<file path="src/rtl/dmem_arb_pkg.sv">
// Shared types and helpers for the data-memory port arbiter.
package dmem_arb_pkg;

  localparam int unsigned PERF_CNT_W = 32;

  // Which memory port, if any, serves a requester this cycle.
  typedef enum logic [1:0] {
    PORT_NONE = 2'd0,
    PORT_A    = 2'd1,
    PORT_B    = 2'd2
  } port_sel_e;

  function automatic logic [PERF_CNT_W-1:0] sat_add(
    input logic [PERF_CNT_W-1:0] a,
    input logic [PERF_CNT_W-1:0] b
  );
    logic [PERF_CNT_W:0] s;
    s = {1'b0, a} + {1'b0, b};
    return s[PERF_CNT_W] ? '1 : s[PERF_CNT_W-1:0];
  endfunction

endpackage

</file>
<file path="src/rtl/dmem_rr_pick.sv">
// First set bit of a mask at or after a pointer, wrapping modulo NUM_REQ.
module dmem_rr_pick #(
  parameter int unsigned NUM_REQ = 4,
  parameter int unsigned PTR_W   = $clog2(NUM_REQ)
) (
  input  logic [NUM_REQ-1:0] i_mask,
  input  logic [PTR_W-1:0]   i_ptr,
  output logic               o_found_c,
  output logic [PTR_W-1:0]   o_idx_c
);

  always_comb begin
    o_found_c = 1'b0;
    o_idx_c   = '0;
    for (int unsigned k = 0; k < NUM_REQ; k++) begin
      if (!o_found_c && i_mask[PTR_W'((32'(i_ptr) + k) % NUM_REQ)]) begin
        o_found_c = 1'b1;
        o_idx_c   = PTR_W'((32'(i_ptr) + k) % NUM_REQ);
      end
    end
  end

endmodule

</file>
<file path="src/rtl/dmem_port_arbiter.sv">
// Round-robin arbiter sharing the two data-memory ports among NUM_REQ cores.
// Optional performance counters are built when DMEM_ARB_PERF_EN is defined.
module dmem_port_arbiter
  import dmem_arb_pkg::*;
#(
  parameter int unsigned NUM_REQ   = 4,
  parameter int unsigned ADDR_W    = 16,
  parameter int unsigned DATA_W    = 16,
  parameter int unsigned MEM_DEPTH = 1000
) (
  input  logic                        clk,
  input  logic                        rst,
  input  logic [NUM_REQ-1:0]          req,
  input  logic [NUM_REQ-1:0]          req_we,
  input  logic [NUM_REQ*ADDR_W-1:0]   req_addr,
  input  logic [NUM_REQ*DATA_W-1:0]   req_wdata,
  output logic [NUM_REQ-1:0]          gnt,
  output logic [NUM_REQ-1:0]          rvalid,
  output logic [NUM_REQ*DATA_W-1:0]   rdata,
  output logic [NUM_REQ-1:0]          addr_err,
  output logic [ADDR_W-1:0]           mem_addr_a,
  output logic [ADDR_W-1:0]           mem_addr_b,
  output logic [DATA_W-1:0]           mem_din_a,
  output logic [DATA_W-1:0]           mem_din_b,
  output logic                        mem_we_a,
  output logic                        mem_we_b,
  input  logic [DATA_W-1:0]           mem_dout_a,
  input  logic [DATA_W-1:0]           mem_dout_b,
  output logic [PERF_CNT_W-1:0]       perf_grants,
  output logic [PERF_CNT_W-1:0]       perf_conflicts,
  output logic [PERF_CNT_W-1:0]       perf_waits
);

  localparam int unsigned PTR_W = $clog2(NUM_REQ);

  logic [PTR_W-1:0]   r_rr_ptr;
  logic [NUM_REQ-1:0] r_rvalid;
  logic [NUM_REQ-1:0] r_addr_err;
  logic [DATA_W-1:0]  r_rdata [NUM_REQ];

  logic [ADDR_W-1:0]  w_addr  [NUM_REQ];
  logic [DATA_W-1:0]  w_wdata [NUM_REQ];
  logic [NUM_REQ-1:0] w_oor;
  port_sel_e          w_sel   [NUM_REQ];

  logic               w_a_found, w_b_found;
  logic [PTR_W-1:0]   w_a_idx, w_b_idx, w_last, w_ptr_nxt;
  logic [NUM_REQ-1:0] w_mask_b;
  logic               w_conflict, w_a_gnt, w_b_gnt;

  // Unflatten per-requester fields and flag out-of-range addresses.
  always_comb begin
    for (int unsigned i = 0; i < NUM_REQ; i++) begin
      w_addr[i]  = req_addr[i*ADDR_W +: ADDR_W];
      w_wdata[i] = req_wdata[i*DATA_W +: DATA_W];
      w_oor[i]   = (32'(w_addr[i]) >= MEM_DEPTH);
    end
  end

  dmem_rr_pick #(.NUM_REQ(NUM_REQ), .PTR_W(PTR_W)) u_pick_a (
    .i_mask    (req),
    .i_ptr     (r_rr_ptr),
    .o_found_c (w_a_found),
    .o_idx_c   (w_a_idx)
  );

  // Masking the A winner and scanning from the same pointer yields the next requester after A.
  assign w_mask_b = req & ~(NUM_REQ'(w_a_found) << w_a_idx);

  dmem_rr_pick #(.NUM_REQ(NUM_REQ), .PTR_W(PTR_W)) u_pick_b (
    .i_mask    (w_mask_b),
    .i_ptr     (r_rr_ptr),
    .o_found_c (w_b_found),
    .o_idx_c   (w_b_idx)
  );

  assign w_conflict = w_a_found && w_b_found &&
                      (w_addr[w_a_idx] == w_addr[w_b_idx]) &&
                      (req_we[w_a_idx] || req_we[w_b_idx]);
  assign w_a_gnt    = w_a_found && !rst;
  assign w_b_gnt    = w_b_found && !w_conflict && !rst;

  always_comb begin
    for (int unsigned i = 0; i < NUM_REQ; i++) begin
      w_sel[i] = PORT_NONE;
    end
    if (w_a_gnt) w_sel[w_a_idx] = PORT_A;
    if (w_b_gnt) w_sel[w_b_idx] = PORT_B;
  end

  always_comb begin
    gnt = '0;
    for (int unsigned i = 0; i < NUM_REQ; i++) begin
      gnt[i] = (w_sel[i] != PORT_NONE);
    end
  end

  // Memory port drive; out-of-range writes keep their grant but never reach the array.
  always_comb begin
    mem_addr_a = '0;
    mem_din_a  = '0;
    mem_we_a   = 1'b0;
    mem_addr_b = '0;
    mem_din_b  = '0;
    mem_we_b   = 1'b0;
    if (w_a_gnt) begin
      mem_addr_a = w_addr[w_a_idx];
      mem_din_a  = req_we[w_a_idx] ? w_wdata[w_a_idx] : '0;
      mem_we_a   = req_we[w_a_idx] && !w_oor[w_a_idx];
    end
    if (w_b_gnt) begin
      mem_addr_b = w_addr[w_b_idx];
      mem_din_b  = req_we[w_b_idx] ? w_wdata[w_b_idx] : '0;
      mem_we_b   = req_we[w_b_idx] && !w_oor[w_b_idx];
    end
  end

  assign w_last    = w_b_gnt ? w_b_idx : w_a_idx;
  assign w_ptr_nxt = (32'(w_last) == NUM_REQ - 1) ? '0 : w_last + PTR_W'(1);

  always_ff @(posedge clk or posedge rst) begin
    if (rst) begin
      r_rr_ptr <= '0;
    end else if (w_a_gnt) begin
      r_rr_ptr <= w_ptr_nxt;
    end
  end

  // One-cycle read response path, routed back from whichever port served the requester.
  always_ff @(posedge clk or posedge rst) begin
    if (rst) begin
      r_rvalid   <= '0;
      r_addr_err <= '0;
      for (int unsigned i = 0; i < NUM_REQ; i++) begin
        r_rdata[i] <= '0;
      end
    end else begin
      for (int unsigned i = 0; i < NUM_REQ; i++) begin
        r_rvalid[i]   <= gnt[i] && !req_we[i];
        r_addr_err[i] <= gnt[i] && w_oor[i];
        if (gnt[i] && !req_we[i]) begin
          if (w_oor[i])                r_rdata[i] <= '0;
          else if (w_sel[i] == PORT_A) r_rdata[i] <= mem_dout_a;
          else                         r_rdata[i] <= mem_dout_b;
        end
      end
    end
  end

  assign rvalid   = r_rvalid;
  assign addr_err = r_addr_err;

  always_comb begin
    rdata = '0;
    for (int unsigned i = 0; i < NUM_REQ; i++) begin
      rdata[i*DATA_W +: DATA_W] = r_rdata[i];
    end
  end

`ifdef DMEM_ARB_PERF_EN
  logic [PERF_CNT_W-1:0] w_n_gnt, w_n_wait;
  logic [PERF_CNT_W-1:0] r_perf_grants, r_perf_conflicts, r_perf_waits;

  always_comb begin
    w_n_gnt  = '0;
    w_n_wait = '0;
    for (int unsigned i = 0; i < NUM_REQ; i++) begin
      w_n_gnt  = w_n_gnt + PERF_CNT_W'(gnt[i]);
      w_n_wait = w_n_wait + PERF_CNT_W'(req[i] && !gnt[i]);
    end
  end

  always_ff @(posedge clk or posedge rst) begin
    if (rst) begin
      r_perf_grants    <= '0;
      r_perf_conflicts <= '0;
      r_perf_waits     <= '0;
    end else begin
      r_perf_grants    <= sat_add(r_perf_grants, w_n_gnt);
      r_perf_conflicts <= sat_add(r_perf_conflicts, PERF_CNT_W'(w_conflict));
      r_perf_waits     <= sat_add(r_perf_waits, w_n_wait);
    end
  end

  assign perf_grants    = r_perf_grants;
  assign perf_conflicts = r_perf_conflicts;
  assign perf_waits     = r_perf_waits;
`else
  assign perf_grants    = '0;
  assign perf_conflicts = '0;
  assign perf_waits     = '0;
`endif

endmodule

</file>
<file path="config.mk">
export PLATFORM = sky130hd
export DESIGN_NAME = dmem_port_arbiter
export DESIGN_NICKNAME = d
export VERILOG_FILES = /design/src/rtl/dmem_arb_pkg.sv /design/src/rtl/dmem_rr_pick.sv /design/src/rtl/dmem_port_arbiter.sv
export SDC_FILE = /design/constraint.sdc
export NUM_CORES = 1
export LEC_CHECK = 0
export CAP_MARGIN = 15
export CORE_AREA = 4 4 155 157
export DETAILED_ROUTE_END_ITERATION = 7
export DIE_AREA = 0 0 159 161
export GPL_ROUTABILITY_DRIVEN = 0
export PLACE_DENSITY = 0.8
export SYNTH_ARGS = -nofsm -noshare
export SYNTH_HDL_FRONTEND = slang
export SYNTH_SLANG_ARGS = --single-unit
</file>
<file path="constraint.sdc">
create_clock -name clk -period 11.3 [get_ports clk]
set_input_delay 2.26 -clock clk [delete_from_list [all_inputs] [get_ports clk]]
set_output_delay 2.26 -clock clk [all_outputs]
set_load 0.01 [all_outputs]
</file>
==> impl_summary.md, run 1 <==
Timing
For the pin with the worst max-slew slack, the measured transition is 1.13 ns. The maximum operating frequency is 98.2 MHz. Setup repair after global routing left no endpoint under its margin.

The count of endpoints failing setup in the final report is 0. The total count of max-transition violations in the final report is 0. The final number of hold-violating endpoints is 0. Headroom to the max-slew limit came out at 24.2%. The setup clock skew after layout is 0.00639 ns. The final setup TNS is 0 ns.

The worst path needs 10.18 ns of the cycle, external delays included. The post-route fraction of the period consumed by the critical path is 90.1%.

Clock network
The source-to-sink clock delay at the later pin of the worst-skew pair is 0.34 ns. The H-tree generated during clock tree synthesis spans 3 levels. TritonCTS built the clock tree. Buffers inserted during clock tree synthesis total 9. Clock-pin slew was measured on the worst setup and hold paths at 0.06 ns. Hold repair after CTS inserted 0 buffers. The post-CTS resize count is 0. The number of buffers inserted to repair setup after CTS is 0. Counting every sink on the clock net gives 74.

The cell at the root of the clock tree is clkbuf_16. The deepest clock path buffer count is 2.

Yosys
Yosys instantiated no cell more often than nand2_1. The share of synthesized area in the top cell type comes to 23.4%. Each instance of the synthesized netlist takes up on average 8.88 µm². Summing the areas of all compound-gate instances in the mapped netlist gives 20.2% of the synthesized area. The synthesized instance count is 891. The proportion of synthesized area in mux cells is 22.5%. Yosys printed 0 warnings. The number of distinct library cells after synthesis is 85.

Sequential elements use 23.4% of the synthesized area. The cell accounting for the most synthesized area is dfrtp_1. The netlist area before placement is 7910 µm².

The synthesized netlist devotes 0.664% of its cell area to XOR and XNOR gates. Synthesis inferred 74 register bits. The commonest cells after synthesis are nand2_1 (116), buf_4 (102), dfrtp_1 (74). The leading register cell type out of synthesis is dfrtp_1. The simple-gate area share of the yosys netlist is 18.8%.

After synthesis, the cell types taking the most area are dfrtp_1 (23%), buf_4 (9.7%), mux2_4 (6.8%), mux4_2 (6.5%), nand2_1 (5.5%). The largest family of logic cells by synthesized area is multiplexers. The share of async-settable or async-resettable flops after synthesis is 100%.

After Yosys synthesis, full adders, half adders and majority gates account for 0.269% of the synthesized area. In this run, synthesis inferred 0 flip-flops with an integrated enable.

Drt
The count of antenna-violating nets left after detailed routing is 0. The post-detailed-route wirelength per cell is 23.3 µm. The routed design has 33.9 mm of wire. The number of DRC violations after detailed routing is 0. The overall via count from detail_route is 8410. The number of vias per cell is 5.78.

The first-pass iteration count of the detailed router is 5. The number of DRC markers after the initial detailed-route iteration is 1075.

Power
The highest ir drop seen on vdd is 0.0000861 V. The static leakage power is 4.65 nW. The power per cell area is 131 nW/µm².

Global route
The initial antenna violation count is 3. The number of global-route vias before repair is 8255. The global-route usage over all layers is 24.8%.

For this run the aggregate overflow at the end of global routing stands at 0. The first-pass GRT wire length is 50.1 mm. The largest net degree at the start of global routing is 61.

Flow run
The number of maximum-capacitance violations is 0.

Finish
In the final design database the tool counted 1335 nets. From synthesis to final layout, the design area changed by 40.9%. The final core area utilization is 49.5%.

The share of cells above drive strength 1 is 13.8%. For this run, the number of standard cells in the final layout without fillers is 1455. The area of the multi-input gates is 5350 µm². The layout has 2100 filler cells. The area taken by flip-flops and latches is 1850 µm².

Critical path
STA classifies the critical path endpoint as an output port. The arrival time of data at the critical path endpoint is 7.92 ns. Along the worst path, the maximum fanout reaches 26. By startpoint and endpoint, the worst setup path is classified as in2out. The data required time of the worst path is 9.04 ns. The startpoint type of the worst setup path is an input pin.

Hold path
The min-delay analysis places its worst path in the category reg2reg.

Die
For this configuration, the core starts out at a cell density of 35.2%. The die area is 25600 µm². The number of rows in the core area is 55. The I/O pin count is 408. The die span in y is 161 µm. The overall die width is 159 µm. The core area is 22500 µm².

Placed design
The number of buffers added on ports is 311. The HPWL after detailed placement is 25.9 mm. In this run, placement finished with an instance count of 1439.

Run status
The run finished with clean final reports.
[critical path, stage by stage]
cell and delay (ns):
clkdlybuf4s50_1 0.79, and4bb_2 0.45, o21ai_1 0.88, o211ai_4 0.57, mux4_2 0.62, or2_2 0.29, o2111ai_1 0.09, nor3_2 0.11
nor3b_2 0.20, nor3b_2 0.86, and2_1 0.25, clkdlybuf4s50_1 0.54
[stage by stage]
| stage | power [mW] | instance area, µm² | setup slack (ns) | hold slack (ns) |
|---|---|---|---|---|
| after floorplan | 0.843 | 8270 | 3.94 | 0.551 |
| after global placement | 1.13 | 10800 | 1.50 | 0.491 |
| after detailed placement | 1.14 | 10800 | 1.28 | 0.495 |
| after CTS | 1.45 | 11100 | 1.27 | 0.508 |
| after global routing | 1.52 | 11100 | 0.807 | 0.522 |
| final | 1.46 | 11100 | 1.12 | 0.509 |
[area by class of cell]
class	instances	area share, %
multi-input combinational	740	48.0
timing repair buffer	325	28.9
sequential	74	16.6
tap	285	3.20
clock buffer	10	2.05
clock inverter	5	0.719
inverter	15	0.517
antenna	1	0.0225
[registers in the layout (all words and copies together) (netlist names)]
signal / flops
rvalid: 4
rdata: 64
addr_err: 4
r_rr_ptr: 2
[path summary, 6_finish.rpt]
kind	cells after the start	slack, ns	endpoint	from
max reg2reg	10	6.13	rdata[24]	r_rr_ptr[1]
min	1	0.51	rdata[5]	rdata[5]
min in group asynchronous	2	2.57	rdata[10]	rst
min reg2reg	1	0.51	rdata[5]	rdata[5]
max in group asynchronous	3	7.60	r_rr_ptr[0]	rst
max	12	1.12	mem_din_b[9]	req[3]
[metal layers]
layer  vias up  global-route usage, %  share of wire, %
met5         -                      0             0.030
met4         2                   9.90               4.7
met3       137                   5.69               9.4
met2       608                   42.8                48
met1      4020                   30.0                38
li1       3643                      -                 -
[placed cells by master, fill, tap and decap left out, types with 6 or more instances in the layout]
cell             netlist  layout
o21ai_0               11      11
clkbuf_16              0       9
and2_1                34      34
o211ai_1               6       6
o221ai_1              13      13
o22ai_1               31      30
nor2_1                52      52
o32a_1                 9       9
o21a_1                 6       6
mux2_4                36      36
conb_1                 1      96
clkdlybuf4s50_1        0     311
a211oi_1              16      16
nor2b_1                7       7
mux4_2                23      23
nand2_1              116     116
a21oi_1               60      60
mux2_2                30      30
inv_1                 15      14
buf_4                102      14
nor3_1                22      22
mux2i_1               33      33
and3_1                12      12
dfrtp_1               74      74
nand3_1               11      11
nor4_1                 6       6
[cells by family after synthesis]
group | after synthesis
mux | 124
xor+xnor | 6
flops | 74
other cells | 1
compound gates | 214
simple gates | 298
fa+ha+maj | 2
buf+inv | 172
[where the power goes]
group	internal [mW]	switching (mW)	leakage, nW
Clock	0.192	0.113	0.145
Combinational	0.387	0.469	3.48
Sequential	0.279	0.0209	1.02
(Power assumes the default switching activity.)
==> inputs of run 2 (changes only) <==
--- a/config.mk
+++ b/config.mk
@@ -6,11 +6,12 @@
 export NUM_CORES = 1
 export LEC_CHECK = 0
 export CAP_MARGIN = 15
-export CORE_AREA = 4 4 155 157
+export CORE_AREA = 4 4 156 158
 export DETAILED_ROUTE_END_ITERATION = 7
-export DIE_AREA = 0 0 159 161
+export DIE_AREA = 0 0 160 162
 export GPL_ROUTABILITY_DRIVEN = 0
-export PLACE_DENSITY = 0.8
+export PLACE_DENSITY = 0.74
 export SYNTH_ARGS = -nofsm -noshare
 export SYNTH_HDL_FRONTEND = slang
+export SYNTH_HIERARCHICAL = 1
 export SYNTH_SLANG_ARGS = --single-unit
==> constraint.sdc (replaced) <==
create_clock -name clk -period 11.3 [get_ports clk]
set_input_delay 1.695 -clock clk [delete_from_list [all_inputs] [get_ports clk]]
set_output_delay 1.695 -clock clk [all_outputs]
set_load 0.01 [all_outputs]
==> run 2 against run 1 <==
Effect of this change: critical path depth grew 6; combinational power grew 30%; synthesized cell count shrank 24%; via count shrank 20%; global-route usage shrank 4.7 points; first-iteration DRC count shrank 46%; clock skew grew 0.0012 ns; sequential share of layout area grew 1.5 points.
==> impl_summary.md, run 2 <==
Run status
The flow ran to the end, and the final reports show no timing, DRC or antenna violations.

Clock network
The CTS tree is done. The number of buffers inserted to repair setup after CTS is 0. Clock-pin slew was measured on the worst setup and hold paths at 0.06 ns.

Buffers inserted during clock tree synthesis total 9. The quantity of hold-fixing buffers added after cts is 0. The total number of clock tree sinks is 74.

The deepest clock path buffer count is 2. The cell at the root of the clock tree is clkbuf_16. The clock reaches the later pin of the worst-skew pair after 0.32 ns.

After clock tree synthesis, the repair step resized 0 gates. The clock tree synthesis step divided the H-tree into 3 levels.

Flow run
The number of maximum-capacitance violations is 0.

Finish
The most common cell after layout, fill and taps aside is clkdlybuf4s50_1. After routing the design area is 10200 µm². The count of fill cells added during filler insertion is 2180.

The flip-flop count of the largest register, all copies and words added is 64. The number of nets in the layout is 1141. Leaving out fill and tap cells, the most frequent cells in the layout are clkdlybuf4s50_1 (311), conb_1 (96), inv_1 (83). Relative to the synthesized area, the layout overhead comes to 50.8%. The share of cells above drive strength 1 is 12.9%.

Die
Pin placement for this block handled 408 I/O pins. The die area is 25900 µm². The die is 162 µm tall. The core area is 23100 µm². From left edge to right edge, the die measures 160 µm. The number of rows in the core area is 56.

The effective utilization at floorplan is 29.3%.

Drt
The post-detailed-route wirelength per cell is 21.9 µm. The first detailed-routing pass took 7 iterations. In the routed design, unresolved DRC markers number 0.

The final route contains 6688 vias. Summed over all layers, the routed wires come to 27.7 mm. After the first detailed-routing iteration, the DRC count stood at 579. In the routed layout, each cell is associated on average with a via count of 5.28. The count of antenna-violating nets left after detailed routing is 0.

Yosys
By count the netlist is led by buf_4 (98), inv_1 (84), dfrtp_1 (74). The share of the Yosys chip area taken by registers is 27.3%. By area the synthesized netlist is led by dfrtp_1 (27%), mux4_2 (23%), buf_4 (11%), a32oi_1 (6.2%), inv_1 (4.7%). The warning count from the yosys run is 6. The number of distinct library cells after synthesis is 45. Dividing the synthesized area by the synthesized cell count gives 10.0 µm². Yosys mapped a number of flops with a built-in enable equal to 0.

The synthesized design devotes to its leading area cell type 27.3% of total area. Summed over all instances, the cell type with the most area after synthesis is dfrtp_1. For this run, asynchronously set or reset flops after synthesis account for 100%. The synthesized design contains 74 register bits.

The synthesized instance count is 677. In this run the cell area of the synthesized design comes to 6770 µm². For this run, the leading register cell type out of synthesis is dfrtp_1. The most common cell in the synthesized netlist is buf_4.

Power
Net switching is 39.1% of the power. The part of the power in registers is 18.7%. The analysis attributes to cell leakage a power of 4.09 nW. The highest ir drop seen on vdd is 0.0000731 V. In this run, the clock network consumes 18.1% of the power. The net load switching power is 0.689 mW. The power per cell area is 173 nW/µm².

Combinational logic burns 63.1% of the power. The design internal power is 1.07 mW.

Global route
The global-route usage over all layers is 20.0%. Entering global routing, the biggest net connects 76 pins. The number of global-route vias before repair is 6757. The initial antenna violation count is 0. The aggregate global routing overflow is 0. The first-pass GRT wire length is 41.1 mm.

Timing
The final setup TNS is 0 ns. The total count of max-transition violations in the final report is 0. Setup repair after global routing left no endpoint under its margin. The final number of hold-violating endpoints is 0. The clock period minus worst slack is 9.89 ns.

The headroom to the max-slew limit is 19.4%. For this run, the top clock speed supported by timing is 101 MHz. The actual slew at the worst max-slew pin is 1.20 ns.

The setup clock skew after layout is 0.00755 ns. Setup violations remaining at the end of the flow were counted as 0. The post-route fraction of the period consumed by the critical path is 87.5%.

Critical path
The depth of the worst register-to-register path is 17. The type of the setup path with the least slack is in2out. The peak fanout along the critical path is 21. The arrival time of data at the critical path endpoint is 8.19 ns. The startpoint type of the worst setup path is an input pin. The worst setup path is captured at an output port. The data required time of the worst path is 9.61 ns.

Hold path
The worst hold path belongs to the class reg2reg. Along the worst hold path, the cell count comes to 1.

Placed design
Detailed placement finished with a half-perimeter wire length of 21.9 mm. The number of buffers added on ports is 311. In this run the cell area measured after placement is 9850 µm².
run 2: cell count changes in the layout (fill, tap and decap cells not counted), sizes merged, moves of 19 or more:
cell    previous run  this run
nor3              24         2
mux2i             33         1
a211oi            19         0
mux4              25        68
mux2              66         1
o21ai             20        59
inv               14        86
nor2              53        19
a32oi              0        48
o22ai             31         0
and3              12        34
a21oi             65        17
nand2            116         8
run 2: metal layers:
layer | wire (µm) | share of wire, % | up-vias | GRT usage [%]
met5 | 0 | 0 | - | 0
met4 | 400 | 1.4 | 0 | 4.58
met3 | 2840 | 10 | 38 | 5.18
met2 | 13900 | 50 | 426 | 34.9
met1 | 10600 | 38 | 3313 | 25.1
li1 | - | - | 2911 | -
run 2: through the flow:
step	setup WS, ns	cells	total power, mW	hold slack, ns	util [%]
after CTS	1.45	1263	1.77	0.516	44.0
after detailed placement	1.49	1247	1.45	0.503	42.6
after floorplan	2.95	772	1.02	0.549	-
after global placement	1.66	1247	1.43	0.494	42.6
after global routing	1.04	1266	1.85	0.539	44.2
final	1.41	1267	1.76	0.505	44.2
run 2: cells by family after synthesis:
family,Yosys count,synth area share [%]
buf+inv,227,19.1
compound gates,158,16.9
simple gates,129,11.3
flops,74,27.3
mux,70,22.9
xor+xnor,18,2.33
other cells,1,0.0554
run 2: worst paths after layout:
| check | start | slack [ns] | endpoint |
|---|---|---|---|
| setup / recovery | req[0] | 1.41 | gnt[1] |
| hold / removal | rdata[41] | 0.51 | rdata[41] |
| setup reg to reg | r_rr_ptr[1] | 4.58 | rdata[14] |
| hold reg to reg | rdata[41] | 0.51 | rdata[41] |
| max in group asynchronous | rst | 8.54 | rdata[43] |
| min in group asynchronous | rst | 2.03 | r_rr_ptr[0] |
run 2: power groups by stage:
stage	logic, mW	clock network [mW]	registers, mW
floorplan	0.676	0	0.345
global placement	1.09	0	0.333
detailed placement	1.11	0	0.333
CTS	1.12	0.324	0.331
global route	1.18	0.336	0.336
finish	1.11	0.320	0.331
run 2: final cells by class:
class	instances	area, µm²	area share [%]
Tap cell	290	363	3.55
Clock buffer	12	256	2.51
Multi-Input combinational cell	471	4090	40.0
Sequential cell	74	1850	18.1
Antenna cell	1	2.50	0.0245
Clock inverter	4	73.8	0.723
Inverter	87	328	3.21
Timing Repair Buffer	328	3250	31.8
run 2: worst max-delay path: stages:
cell and delay, ns:
clkdlybuf4s50_1 0.49, a21oi_1 0.17, o21ai_0 0.14, a21oi_4 0.68
buf_4 0.42, inv_1 0.14, a31oi_1 0.22, inv_1 0.09
a221o_1 0.40, a21oi_4 0.67, mux4_2 0.61, xor2_1 0.18
or4_1 0.56, nor3_4 0.56, a2111o_1 0.26, buf_4 0.27
nand2_1 0.12, clkdlybuf4s50_1 0.50
